### src/rtl/adder_arbiter.sv
// rtl/adder_arbiter.sv - round-robin arbiter sharing one float adder between two requesters
module adder_arbiter #(
  parameter int WIDTH = 32
) (
  input  logic             clk,
  input  logic             rst,
  input  logic [WIDTH-1:0] req0_a,
  input  logic [WIDTH-1:0] req0_b,
  input  logic             req0_stb,
  output logic             req0_ack,
  output logic [WIDTH-1:0] req0_z,
  output logic             req0_z_stb,
  input  logic             req0_z_ack,
  input  logic [WIDTH-1:0] req1_a,
  input  logic [WIDTH-1:0] req1_b,
  input  logic             req1_stb,
  output logic             req1_ack,
  output logic [WIDTH-1:0] req1_z,
  output logic             req1_z_stb,
  input  logic             req1_z_ack,
  output logic [WIDTH-1:0] add_a,
  output logic             add_a_stb,
  input  logic             add_a_ack,
  output logic [WIDTH-1:0] add_b,
  output logic             add_b_stb,
  input  logic             add_b_ack,
  input  logic [WIDTH-1:0] add_z,
  input  logic             add_z_stb,
  output logic             add_z_ack,
  output logic             grant,
  output logic             busy
);

  typedef enum logic [2:0] {
    IDLE     = 3'd0,
    SEND_A   = 3'd1,
    SEND_B   = 3'd2,
    WAIT_Z   = 3'd3,
    RETURN_Z = 3'd4
  } state_t;

  state_t state;
  state_t state_nxt;
  logic   last_grant;
  logic   sel;
  logic   take;
  logic   z_ack_sel;

  // When both requesters are waiting, the one not served last time wins.
  always_comb begin
    if (req0_stb && req1_stb) begin
      sel = ~last_grant;
    end else begin
      sel = req1_stb;
    end
  end

  assign take      = (state == IDLE) && (req0_stb || req1_stb) && !rst;
  assign z_ack_sel = grant ? req1_z_ack : req0_z_ack;

  always_ff @(posedge clk or posedge rst) begin
    if (rst) begin
      state <= IDLE;
    end else begin
      state <= state_nxt;
    end
  end

  always_comb begin
    state_nxt = state;
    case (state)
      IDLE:     if (take)      state_nxt = SEND_A;
      SEND_A:   if (add_a_ack) state_nxt = SEND_B;
      SEND_B:   if (add_b_ack) state_nxt = WAIT_Z;
      WAIT_Z:   if (add_z_stb) state_nxt = RETURN_Z;
      RETURN_Z: if (z_ack_sel) state_nxt = IDLE;
      default:                 state_nxt = IDLE;
    endcase
  end

  always_comb begin
    req0_ack   = take && !sel;
    req1_ack   = take && sel;
    add_a_stb  = (state == SEND_A);
    add_b_stb  = (state == SEND_B);
    add_z_ack  = (state == WAIT_Z);
    req0_z_stb = (state == RETURN_Z) && !grant;
    req1_z_stb = (state == RETURN_Z) && grant;
    busy       = (state != IDLE);
  end

  // Results stay in the per-requester register until that requester's next result.
  always_ff @(posedge clk or posedge rst) begin
    if (rst) begin
      add_a      <= '0;
      add_b      <= '0;
      req0_z     <= '0;
      req1_z     <= '0;
      grant      <= 1'b0;
      last_grant <= 1'b1;
    end else begin
      if (take) begin
        add_a <= sel ? req1_a : req0_a;
        add_b <= sel ? req1_b : req0_b;
        grant <= sel;
      end
      if ((state == WAIT_Z) && add_z_stb) begin
        if (grant) begin
          req1_z <= add_z;
        end else begin
          req0_z <= add_z;
        end
      end
      if ((state == RETURN_Z) && z_ack_sel) begin
        last_grant <= grant;
      end
    end
  end

endmodule

### config.mk
export PLATFORM = sky130hd
export DESIGN_NAME = adder_arbiter
export DESIGN_NICKNAME = d
export VERILOG_FILES = /design/src/rtl/adder_arbiter.sv
export SDC_FILE = /design/constraint.sdc
export NUM_CORES = 1
export LEC_CHECK = 0
export ABC_AREA = 1
export CAP_MARGIN = 20
export CORE_AREA = 4 4 131 133
export DETAILED_ROUTE_END_ITERATION = 8
export DIE_AREA = 0 0 135 137
export GPL_TIMING_DRIVEN = 0
export PLACE_DENSITY = 0.76
export RECOVER_POWER = 100
export SLEW_MARGIN = 5
export SYNTH_ARGS = -nofsm -noshare
export SYNTH_HDL_FRONTEND = slang
export SYNTH_SLANG_ARGS = --single-unit
export TNS_END_PERCENT = 30
### constraint.sdc
create_clock -name clk -period 6.7 [get_ports clk]
set_input_delay 1.34 -clock clk [delete_from_list [all_inputs] [get_ports clk]]
set_output_delay 1.34 -clock clk [all_outputs]
set_load 0.1 [all_outputs]
# After elaboration in Yosys (flattened, before gate mapping)
# Index checks and enable logic that the tools add are counted.
# word_totals
inputBits	169
n_memories	0
regBits	133
wordCells	46
latchBits	0
rom_bits	0
ramBits	0
out_inout_bits	137
# op_classes
mul	0
div_mod_pow	0
mux	10
n_addsub	0
bitwise_logic	2
n_reduce_logical	18
shift	0
order_cmp	0
n_eq_ne	9
# op_table
op	count
$mux W32	2
$mux W3	5
$pmux W3 S5	1
$logic_and A1 B1 Y1	9
$eq A3 B2 Y1 const B	2
$ne A2 B2 Y1 const B	3
$reduce_and A5 Y1	1
$ne A2 B1 Y1 const B	2
$reduce_and A2 Y1	2
$eq A3 B1 Y1 const B	1
$eq A3 B3 Y1 const B	1
$logic_not A1 Y1	3
$logic_not A3 Y1	1
$reduce_bool A3 Y1	1
$mux W1	2
$not A1 Y1	2
$logic_or A1 B1 Y1	1

# Depth between registers and ports, before layout
# Gate-level depths: netlist of run 1.
# depth
ltp_word	5
mapped_depth	9

# Worst setup path before layout of run 1
# No wires, ideal clock.
# synth_timing
kind	input -> output
startpoint	in rst
endpoint	out req0_ack
cell_stages	7
path_buffers	2
t_required_ps	5360
setup_slack_ps	-112
arrival_ps	5472
cell_sequence	inv_1 -> o21ai_0 -> inv_1 -> nand2_4 -> nor2_4 -> buf_4 -> buf_4
# synth_via
elab_chain_cells	3
# synth_rtl
item	line_no	source
start: declaration	6	input logic rst,
$logic_not A1 Y1 (no line)	--	
$logic_and A1 B1 Y1	58	assign take = (state == IDLE) && (req0_stb || req1_stb) && !rst;
$logic_and A1 B1 Y1	82	req0_ack = take && !sel;
end: declaration	10	output logic req0_ack,
# No other way between the ends.

# Final worst setup path of run 1
# Ends and elaborated chain as after synthesis.

==> out/results.tsv, run 1 <==
stage	metric	value	unit
outcome	status	complete, but fails checks	
outcome	violated checks	capacitance limit, slew limit	
logic_synthesis	Post-Syn Area	5555	um^2
clocking	root buffer cell	clkbuf_16	
logic_synthesis	Cell variety after synth	21	
detailed_routing	wire length per cell	16.90	um
timing	RSZ-0062 raised after global routing	false	
hold_path	Hold Crit Class	register to register	
logic_synthesis	Synth async-reset ratio	1.000	
worst_setup_path	Critical Path AT	4.58	ns
final_layout	Multi-input gate area	1790	um^2
final_layout	FF+latch area	3329	um^2
detailed_routing	Detailed Routing Iterations Pass 1	4	
final_layout	post-route insts no fill	1197	
logic_synthesis	cell taking the most area after synthesis	dfrtp_1	
logic_synthesis	share of the synthesized area in the top cell type	0.5946	
floorplan	FP Rows	46	
logic_synthesis	Synth Net Count	808	
clocking	post-CTS sizing	0	
timing	Final Hold Fails	0	
grt	first-pass GRT wire length	30.48	mm
grt	gr ovfl total	0	
grt	GR Util All Layers	0.2170	
clocking	worst skew pair latency	0.42	ns
run	max cap viols	3	
floorplan	Core ar.	15830	um^2
grt	number of global-route vias before repair	5565	
detailed_routing	antenna-violating nets left	0	
worst_setup_path	Crit Path Max Fanout	27	
logic_synthesis	#FFs+latches synth	133	
logic_synthesis	synth top area cells	dfrtp_1, nand2_1, nand3_1, o21ai_0, inv_1	
logic_synthesis	Syn Area/Cell	8.694	um^2
floorplan	Die Y	137	um
floorplan	die area	18500	um^2
timing	crit path time final	5.916	ns
logic_synthesis	EDFF count, synth	0	
clocking	CTS tree	done	
worst_setup_path	Critical Path End Type	primary output	
detailed_routing	Post-route DRC	0	
final_layout	share of layout cells above drive strength 1	0.05312	
floorplan	die width	135	um
final_layout	Filler Cells Inserted	1348	
clocking	H-tree Lvls	4	
detailed_routing	drt via density	4.617	
final_layout	Area Growth Syn to Fin	69.73	%
final_layout	nets@finish	1135	
grt	initial antenna violation count	3	
clocking	cts hold-fix bufs	0	
timing	Worst Tran Pin Value	2.103	ns
logic_synthesis	yosys warns	0	
timing	max-slew violation count	113	
final_layout	post-layout util	0.5957	
worst_setup_path	CP Class	primary input to primary output	
timing	Rel. slew slack	-0.4022	
placed_design	I/O Buffers	305	
detailed_routing	Iter 0 DRT Violations	319	
placed_design	gpl congestion	0.8373	
timing	Max Fclk	0.1690	GHz
detailed_routing	final wirelength	20.23	mm
worst_setup_path	CP required	5.36	ns
logic_synthesis	Top FF cell, synth	dfrtp_1	
worst_setup_path	Worst Setup Start Kind	primary input	
clocking	post-CTS setup buffers	0	
clocking	Worst-path clk slew	0.06	ns
timing	period utilization	0.8830	
floorplan	Top Ports	306	
grt	pin count of the biggest net entering global routing	40	
clocking	maximum clock path buffer count	2	
logic_synthesis	Seq/Total Area, Yosys	0.5993	
clocking	CTS sink count	133	
timing	Final Skew	0.004954	ns
floorplan	Starting Density	0.3510	
logic_synthesis	count leader, synth	nand2_1	
detailed_routing	routed via count	5527	
clocking	CTS buffer count	17	
logic_synthesis	Post-synth top cells	nand2_1, dfrtp_1, nand3_1	
logic_synthesis	Synth Instances	639	
placed_design	placed instance count	1163	
timing	final setup fails	0	
placed_design	Final HPWL DP	15.62	mm
timing	WHS	0.4777	ns
cell type report:
| class | instances | share of cell area |
|---|---|---|
| Buffer | 33 | 0.01911 |
| Sequential cell | 133 | 0.3531 |
| Timing Repair Buffer | 308 | 0.3250 |
| Inverter | 48 | 0.01951 |
| Clock buffer | 22 | 0.05135 |
| Antenna cell | 2 | 0.0005308 |
| Clock inverter | 10 | 0.01287 |
| Tap cell | 216 | 0.02866 |
| Multi-Input combinational cell | 425 | 0.1899 |
cell usage in the layout (no fill, tap or decap), drive strengths merged:
cell type / netlist / routed
a21oi: 1 / 1
buf: 26 / 12
bufinv: 0 / 2
clkbuf: 7 / 46
clkdlybuf4s50: 0 / 165
clkinv: 0 / 3
clkinvlp: 0 / 5
dfrtp: 132 / 132
dfstp: 1 / 1
diode: 0 / 2
dlygate4sd3: 0 / 140
inv: 48 / 48
nand2: 279 / 279
nand3: 68 / 68
nand3b: 2 / 2
nor2: 8 / 8
o21ai: 67 / 67
through the flow:
step	setup TNS, ns	setup slack (ns)	instance area [um^2]
finish	0	0.7837	9429
global route	0	0.5011	9429
CTS	0	0.9129	9548
detailed placement	0	0.9253	8942
global placement	-2.764	-1.395	8882
floorplan	0	1.119	5559
worst paths after layout:
path | from | end | slack (ns) | cells after the start
min reg2reg | req0_z[9]$_DFFE_PP0P_ | req0_z[9]$_DFFE_PP0P_ | 0.48 | 2
max | rst | req0_ack | 0.78 | 9
min | req0_z[9]$_DFFE_PP0P_ | req0_z[9]$_DFFE_PP0P_ | 0.48 | 2
min in group asynchronous | rst | add_b[14]$_DFFE_PP0P_ | 1.46 | 2
max in group asynchronous | rst | req1_z[16]$_DFFE_PP0P_ | 1.68 | 4
max reg2reg | state[2]$_DFFE_PP0P_ | add_a[6]$_DFFE_PP0P_ | 4.74 | 8
sequential cells by signal, summed over array words and instances (netlist names):
name / count
state: 3
req0_z: 32
add_a: 32
req1_z: 32
grant: 1
last_grant: 1
add_b: 32
kinds of logic after synthesis:
family / after synthesis / synth area share
AND/OR/NAND/NOR: 357 / 0.2687
flip-flops: 133 / 0.5993
buffers and inverters: 81 / 0.07072
AO/OA/AOI/OAI: 68 / 0.06126
critical path, cell delays in order:
cell	delay, ns
dlygate4sd3_1	0.57
clkinvlp_4	0.41
o21ai_0	0.22
inv_1	0.10
nand2_1	0.10
nor2_1	0.17
buf_4	0.21
buf_4	0.20
dlygate4sd3_1	1.23
per-layer routing:
| metal | track usage | vias up | share of wire |
|---|---|---|---|
| li1 | - | 2662 | - |
| met1 | 0.2400 | 2587 | 0.37 |
| met2 | 0.3691 | 242 | 0.49 |
| met3 | 0.09669 | 34 | 0.10 |
| met4 | 0.08287 | 2 | 0.028 |
| met5 | 0 | - | 0.00069 |
Power of run 1 is not shown: default switching activity piles up to over one toggle a cycle in this logic, so the estimate is an artifact.
==> inputs of run 2 (changes only) <==
==> constraint.sdc (replaced) <==
create_clock -name clk -period 6.7 [get_ports clk]
set_input_delay 1.34 -clock clk [delete_from_list [all_inputs] [get_ports clk]]
set_output_delay 1.34 -clock clk [all_outputs]
set_load 0.005 [all_outputs]
==> out/results.tsv, run 2 (same netlist as run 1, synthesis figures left out) <==
stage	metric	value	unit	change
timing	period utilization	0.8578		-0.02521
worst_setup_path	cells along the critical path	dlygate4sd3_1 > inv_6 > buf_16 > o21ai_0 > inv_1 > nand2_1 > nor2_1 > buf_4 > buf_4 > dlygate4sd3_1		
final_layout	Multi-input gate area	1783	um^2	-0.42%
detailed_routing	routed via count	5490		-0.67%
clocking	root buffer cell	clkbuf_16		
timing	Setup TNS	0	ns	unchanged
floorplan	FP Rows	46		unchanged
final_layout	FF+latch area	3329	um^2	unchanged
detailed_routing	Iter 0 DRT Violations	251		-21%
floorplan	die width	135	um	unchanged
clocking	worst skew pair latency	0.42	ns	about the same
clocking	Worst-path clk slew	0.06	ns	about the same
worst_setup_path	slowest stage cell on the critical path	dlygate4sd3_1		
placed_design	Final HPWL DP	15.81	mm	+1.2%
worst_setup_path	CP max stage delay	0.59	ns	-0.64 ns
worst_setup_path	Reg2Reg Setup Slack	4.61	ns	-0.13 ns
grt	initial antenna violation count	4		+1
detailed_routing	Detailed Routing Iterations Pass 1	6		+2
timing	Worst Tran Pin Value	0.7243	ns	-1.379 ns
worst_setup_path	Reg-to-Reg End	add_a[6]$_DFFE_PP0P_		
grt	first-pass GRT wire length	30.87	mm	+1.3%
final_layout	Area Growth Syn to Fin	69.48	%	
worst_setup_path	CP Class	primary input to primary output		
floorplan	Die Y	137	um	unchanged
run	max cap viols	0		-3
placed_design	gpl congestion	0.8135		-2.8%
detailed_routing	drt via density	4.598		-0.42%
clocking	CTS sink count	133		unchanged
worst_setup_path	R2R Path Start	state[2]$_DFFE_PP0P_		
timing	crit path time final	5.747	ns	-0.1689 ns
hold_path	Hold Crit Class	register to register		
placed_design	Area after DPL	8911	um^2	-0.35%
hold_path	Hold Path End	req1_z[8]$_DFFE_PP0P_		
detailed_routing	final wirelength	20.65	mm	+2.1%
final_layout	Filler Cells Inserted	1402		+4.0%
final_layout	post-layout util	0.5949		-0.0008690
timing	final setup fails	0		unchanged
detailed_routing	antenna-violating nets left	0		unchanged
timing	WHS	0.4781	ns	+0.0004100 ns
timing	Final Skew	0.01312	ns	+0.008161 ns
worst_setup_path	Crit Path Max Fanout	79		+190%
clocking	post-CTS sizing	0		unchanged
grt	number of global-route vias before repair	5573		+0.14%
grt	pin count of the biggest net entering global routing	80		+100%
final_layout	share of layout cells above drive strength 1	0.05430		+0.001188
power	total power	3.717	mW	
clocking	post-CTS setup buffers	0		unchanged
grt	gr ovfl total	0		unchanged
outcome	status	finished, final reports clean		
floorplan	Top Ports	306		unchanged
final_layout	most common cell after layout, fill and taps aside	nand2_1		
hold_path	hold path depth	2		unchanged
timing	RSZ-0062 raised after global routing	false		
clocking	H-tree Lvls	4		unchanged
final_layout	final non-filler cell area	9415	um^2	-0.15%
clocking	maximum clock path buffer count	2		unchanged
clocking	CTS buffer count	17		unchanged
detailed_routing	Post-route DRC	0		unchanged
placed_design	I/O Buffers	305		unchanged
clocking	cts hold-fix bufs	0		unchanged
timing	Max Fclk	0.1740	GHz	+2.9%
power	worst IR drop on VDD	195.9	uV	
final_layout	nets@finish	1133		-0.18%
timing	max-slew violation count	0		-100%
worst_setup_path	R2R cell count	9		+1
timing	Final Hold Fails	0		unchanged
worst_setup_path	CP required	5.36	ns	about the same
floorplan	Starting Density	0.3510		unchanged
grt	GR Util All Layers	0.2202		+0.003200
worst_setup_path	Worst Setup Start Kind	primary input		
worst_setup_path	CP Buf/Inv Count	7		+1
worst_setup_path	Critical Path AT	4.41	ns	-0.17 ns
power	static leakage	4.562	nW	
worst_setup_path	CP top delay family	buffers and inverters		
worst_setup_path	Critical Path End Type	primary output		
floorplan	Core ar.	15830	um^2	unchanged
power	PD cells	394.7	nW/um^2	
hold_path	min-delay src	req1_z[8]$_DFFE_PP0P_		
final_layout	commonest non-fill, non-tap cells in the layout	nand2_1, clkdlybuf4s50_1, dlygate4sd3_1		
clocking	CTS tree	done		
detailed_routing	wire length per cell	17.30	um	+2.4%
timing	Rel. slew slack	0.5171		+0.9194
floorplan	die area	18500	um^2	unchanged
run 2: cell count changes in the layout (fill, tap and decap cells not counted), moves of 2 or more:
cell      before  now
buf_2          3    9
buf_6          4    1
clkbuf_1      22   17
inv_6          1    3
run 2: where the power goes:
group | switching, mW | internal (mW)
Combinational | 0.623 | 0.777
Clock | 0.370 | 0.588
Sequential | 0.193 | 1.17
run 2: layer usage:
layer | share of wire | global-route usage | vias to the layer above
li1 | - | - | 2661
met1 | 0.37 | 0.2421 | 2554
met2 | 0.49 | 0.3755 | 237
met3 | 0.12 | 0.09926 | 34
met4 | 0.022 | 0.08399 | 4
met5 | 0.0011 | 0 | -
run 2: worst register-to-register path, cell delays in order (launching register included):
cell      delay, ns
dfrtp_1        0.43
nor2_1         0.26
nand2_2        0.10
inv_2          0.06
nand2_1        0.09
nor2_1         0.18
buf_4          0.22
clkbuf_1       0.42
nand2_1        0.13
nand3_1        0.12
run 2: layout make-up:
type	count	area share
flip-flops and latches	133	0.3536
multi-input cells	425	0.1894
clock buffers	21	0.05103
well taps	216	0.02870
inverters	48	0.01967
clock inverters	10	0.01289
repair buffers	306	0.3272
plain buffers	33	0.01701
diodes	2	0.0005316
run 2: how the worst max path moves through the flow:
stage               depth (start not counted)        to  from  slack (ns)
finish                                     10  req0_ack   rst        0.95
global placement                            9  req0_ack   rst       -2.59
detailed placement                         10  req0_ack   rst        1.13
floorplan                                   7  req1_ack   rst        0.06
CTS                                        10  req0_ack   rst        1.12
global route                               10  req0_ack   rst        0.66
run 2: per-stage QoR:
| stage | std cells | setup WS, ns |
|---|---|---|
| global placement | 1160 | -2.586 |
| finish | 1194 | 0.9526 |
| floorplan | 639 | 0.05553 |
| global route | 1194 | 0.6580 |
| CTS | 1192 | 1.120 |
| detailed placement | 1161 | 1.127 |
Note: power is estimated with default switching activity, not from simulation.
==> inputs of run 3 (changes only) <==
--- a/config.mk
+++ b/config.mk
@@ -12,7 +12,7 @@
 export DIE_AREA = 0 0 135 137
 export GPL_TIMING_DRIVEN = 0
 export PLACE_DENSITY = 0.76
-export RECOVER_POWER = 100
+export RECOVER_POWER = 25
 export SLEW_MARGIN = 5
 export SYNTH_ARGS = -nofsm -noshare
 export SYNTH_HDL_FRONTEND = slang
==> out/results.tsv, run 3 (same netlist as run 1, synthesis figures left out) <==
stage	metric	value	unit	change
detailed_routing	Iter 0 DRT Violations	304		+21%
run	max cap viols	0		unchanged
hold_path	min-delay src	req0_z[19]$_DFFE_PP0P_		
power	P_int	2.676	mW	+5.8%
final_layout	commonest non-fill, non-tap cells in the layout	clkdlybuf4s50_1, nand2_1, dfrtp_1		
final_layout	nets@finish	1133		unchanged
worst_setup_path	R2R cell count	6		-3
final_layout	most common cell after layout, fill and taps aside	clkdlybuf4s50_1		
worst_setup_path	CP Buf/Inv Count	7		unchanged
timing	Final Skew	0.008630	ns	-0.004485 ns
outcome	status	finished, final reports clean		
final_layout	Multi-input gate area	1808	um^2	+1.4%
timing	RSZ-0062 raised after global routing	false		
final_layout	FF+latch area	3329	um^2	unchanged
clocking	maximum clock path buffer count	2		unchanged
floorplan	FP Rows	46		unchanged
detailed_routing	Post-route DRC	0		unchanged
timing	Max Fclk	0.1788	GHz	+2.8%
power	Logic pwr share	0.399		+0.022
grt	initial antenna violation count	4		unchanged
detailed_routing	final wirelength	20.68	mm	+0.13%
final_layout	post-route insts no fill	1194		unchanged
worst_setup_path	CP max stage delay	0.59	ns	about the same
grt	GR Util All Layers	0.2202		unchanged
timing	crit path time final	5.591	ns	-0.1561 ns
clocking	CTS tree	done		
placed_design	I/O Buffers	305		unchanged
power	switching share of total power	0.3117		-0.007565
hold_path	Hold Crit Class	register to register		
floorplan	Die Y	137	um	unchanged
worst_setup_path	Reg-to-Reg End	req0_z[25]$_DFFE_PP0P_		
timing	max-slew violation count	0		unchanged
placed_design	gpl congestion	0.8135		unchanged
detailed_routing	routed via count	5497		+0.13%
floorplan	Core ar.	15830	um^2	unchanged
clocking	H-tree Lvls	4		unchanged
clocking	Worst-path clk slew	0.06	ns	about the same
worst_setup_path	Critical Path AT	4.25	ns	-0.16 ns
final_layout	Area Growth Syn to Fin	70.74	%	
final_layout	share of layout cells above drive strength 1	0.06865		+0.01434
power	worst IR drop on VDD	202.9	uV	+3.6%
worst_setup_path	R2R Path Start	state[0]$_DFFE_PP0P_		
clocking	post-CTS setup buffers	0		unchanged
hold_path	Hold Path End	req0_z[19]$_DFFE_PP0P_		
worst_setup_path	CP Class	primary input to primary output		
final_layout	Filler Cells Inserted	1391		-0.78%
floorplan	Top Ports	306		unchanged
worst_setup_path	cells along the critical path	dlygate4sd3_1 > inv_6 > buf_16 > o21ai_0 > inv_1 > nand2_4 > nor2_4 > buf_4 > buf_4 > clkdlybuf4s50_1		
worst_setup_path	CP Depth	10		unchanged
worst_setup_path	Worst Setup Start Kind	primary input		
worst_setup_path	Crit Path Max Fanout	79		unchanged
clocking	cts hold-fix bufs	0		unchanged
clocking	worst skew pair latency	0.42	ns	about the same
worst_setup_path	Most common cell on crit path	buf_4		
grt	pin count of the biggest net entering global routing	80		unchanged
clocking	root buffer cell	clkbuf_16		
floorplan	die width	135	um	unchanged
hold_path	hold path depth	2		unchanged
clocking	CTS buffer count	17		unchanged
detailed_routing	drt via density	4.604		+0.13%
detailed_routing	antenna-violating nets left	0		unchanged
final_layout	final non-filler cell area	9485	um^2	+0.74%
grt	first-pass GRT wire length	30.87	mm	unchanged
worst_setup_path	Critical Path End Type	primary output		
power	static leakage	4.396	nW	-3.6%
floorplan	die area	18500	um^2	unchanged
placed_design	placed instance count	1161		unchanged
grt	number of global-route vias before repair	5573		unchanged
worst_setup_path	CP required	5.36	ns	about the same
detailed_routing	Detailed Routing Iterations Pass 1	5		-1
power	Reg power frac	0.355		-0.010
worst_setup_path	Reg2Reg Setup Slack	4.96	ns	+0.35 ns
timing	period utilization	0.8345		-0.02330
placed_design	Area after DPL	8911	um^2	unchanged
timing	final setup fails	0		unchanged
clocking	CTS sink count	133		unchanged
timing	Worst Tran Pin Value	0.7286	ns	+0.004276 ns
power	PD cells	409.8	nW/um^2	+3.8%
placed_design	Final HPWL DP	15.81	mm	unchanged
timing	Rel. slew slack	0.5143		-0.002850
grt	gr ovfl total	0		unchanged
clocking	post-CTS sizing	0		unchanged
worst_setup_path	CP top delay family	buffers and inverters		
worst_setup_path	slowest stage cell on the critical path	dlygate4sd3_1		
timing	Final Hold Fails	0		unchanged
power	net switching power	1.212	mW	+2.1%
floorplan	Starting Density	0.3510		unchanged
power	Clock Power Share	0.247		-0.011
detailed_routing	wire length per cell	17.32	um	+0.13%
==> run 3: cell count changes in the layout (fill, tap and decap cells not counted), sizes merged <==
cell,previous run,this run
buf,15,24
dlygate4sd3,139,3
clkbuf,40,31
clkdlybuf4s50,166,302
==> run 3: routing by layer <==
metal	GRT usage	part of all wire	up-vias
met5	0	0.0011	-
met3	0.09926	0.11	34
li1	-	-	2654
met1	0.2421	0.37	2573
met2	0.3755	0.49	232
met4	0.08399	0.022	4
==> run 3: power by group through the flow <==
stage,Combinational (mW),Clock (mW),Sequential (mW)
after detailed placement,1.57,0,1.38
after global placement,1.55,0,1.37
after CTS,1.59,0.968,1.38
after floorplan,0.517,0,1.40
after global routing,1.71,1.01,1.43
final,1.55,0.959,1.38
==> run 3: layout make-up <==
cell class | count | share of cell area
Antenna cell | 2 | 0.0005276
Buffer | 33 | 0.02163
Clock buffer | 21 | 0.05065
Clock inverter | 10 | 0.01280
Inverter | 48 | 0.01952
Multi-Input combinational cell | 425 | 0.1906
Sequential cell | 133 | 0.3510
Tap cell | 216 | 0.02849
Timing Repair Buffer | 306 | 0.3248
==> run 3: worst max path at each step <==
stage          startpoint  endpoint  slack [ns]
2_1_floorplan         rst  req1_ack        0.06
3_3_place_gp          rst  req0_ack       -2.59
3_5_place_dp          rst  req0_ack        1.13
4_1_cts               rst  req0_ack        1.12
5_1_grt               rst  req0_ack        0.85
6_report              rst  req0_ack        1.11
==> run 3: worst register-to-register path: stages, from the launching register on <==
cell      delay (ns)
dfrtp_1         0.43
nand2_1         0.12
nor2_4          0.15
nand3_1         0.34
clkbuf_1        0.36
nand2_1         0.11
o21ai_0         0.09
==> run 3: per-stage QoR <==
| step | TNS (ns) | hold slack, ns | setup WS (ns) | power, mW | util |
|---|---|---|---|---|---|
| 3_3_place_gp | -111.88 | 0.4643 | -2.586 | 2.918 | 0.5609 |
| 3_5_place_dp | 0 | 0.4723 | 1.127 | 2.954 | 0.5630 |
| 4_1_cts | 0 | 0.4875 | 1.120 | 3.932 | 0.6010 |
| 5_1_grt | 0 | 0.5062 | 0.8457 | 4.142 | 0.5993 |
| 6_report | 0 | 0.4838 | 1.109 | 3.887 | 0.5993 |
| 2_1_floorplan | 0 | 0.4722 | 0.05553 | 1.913 | - |
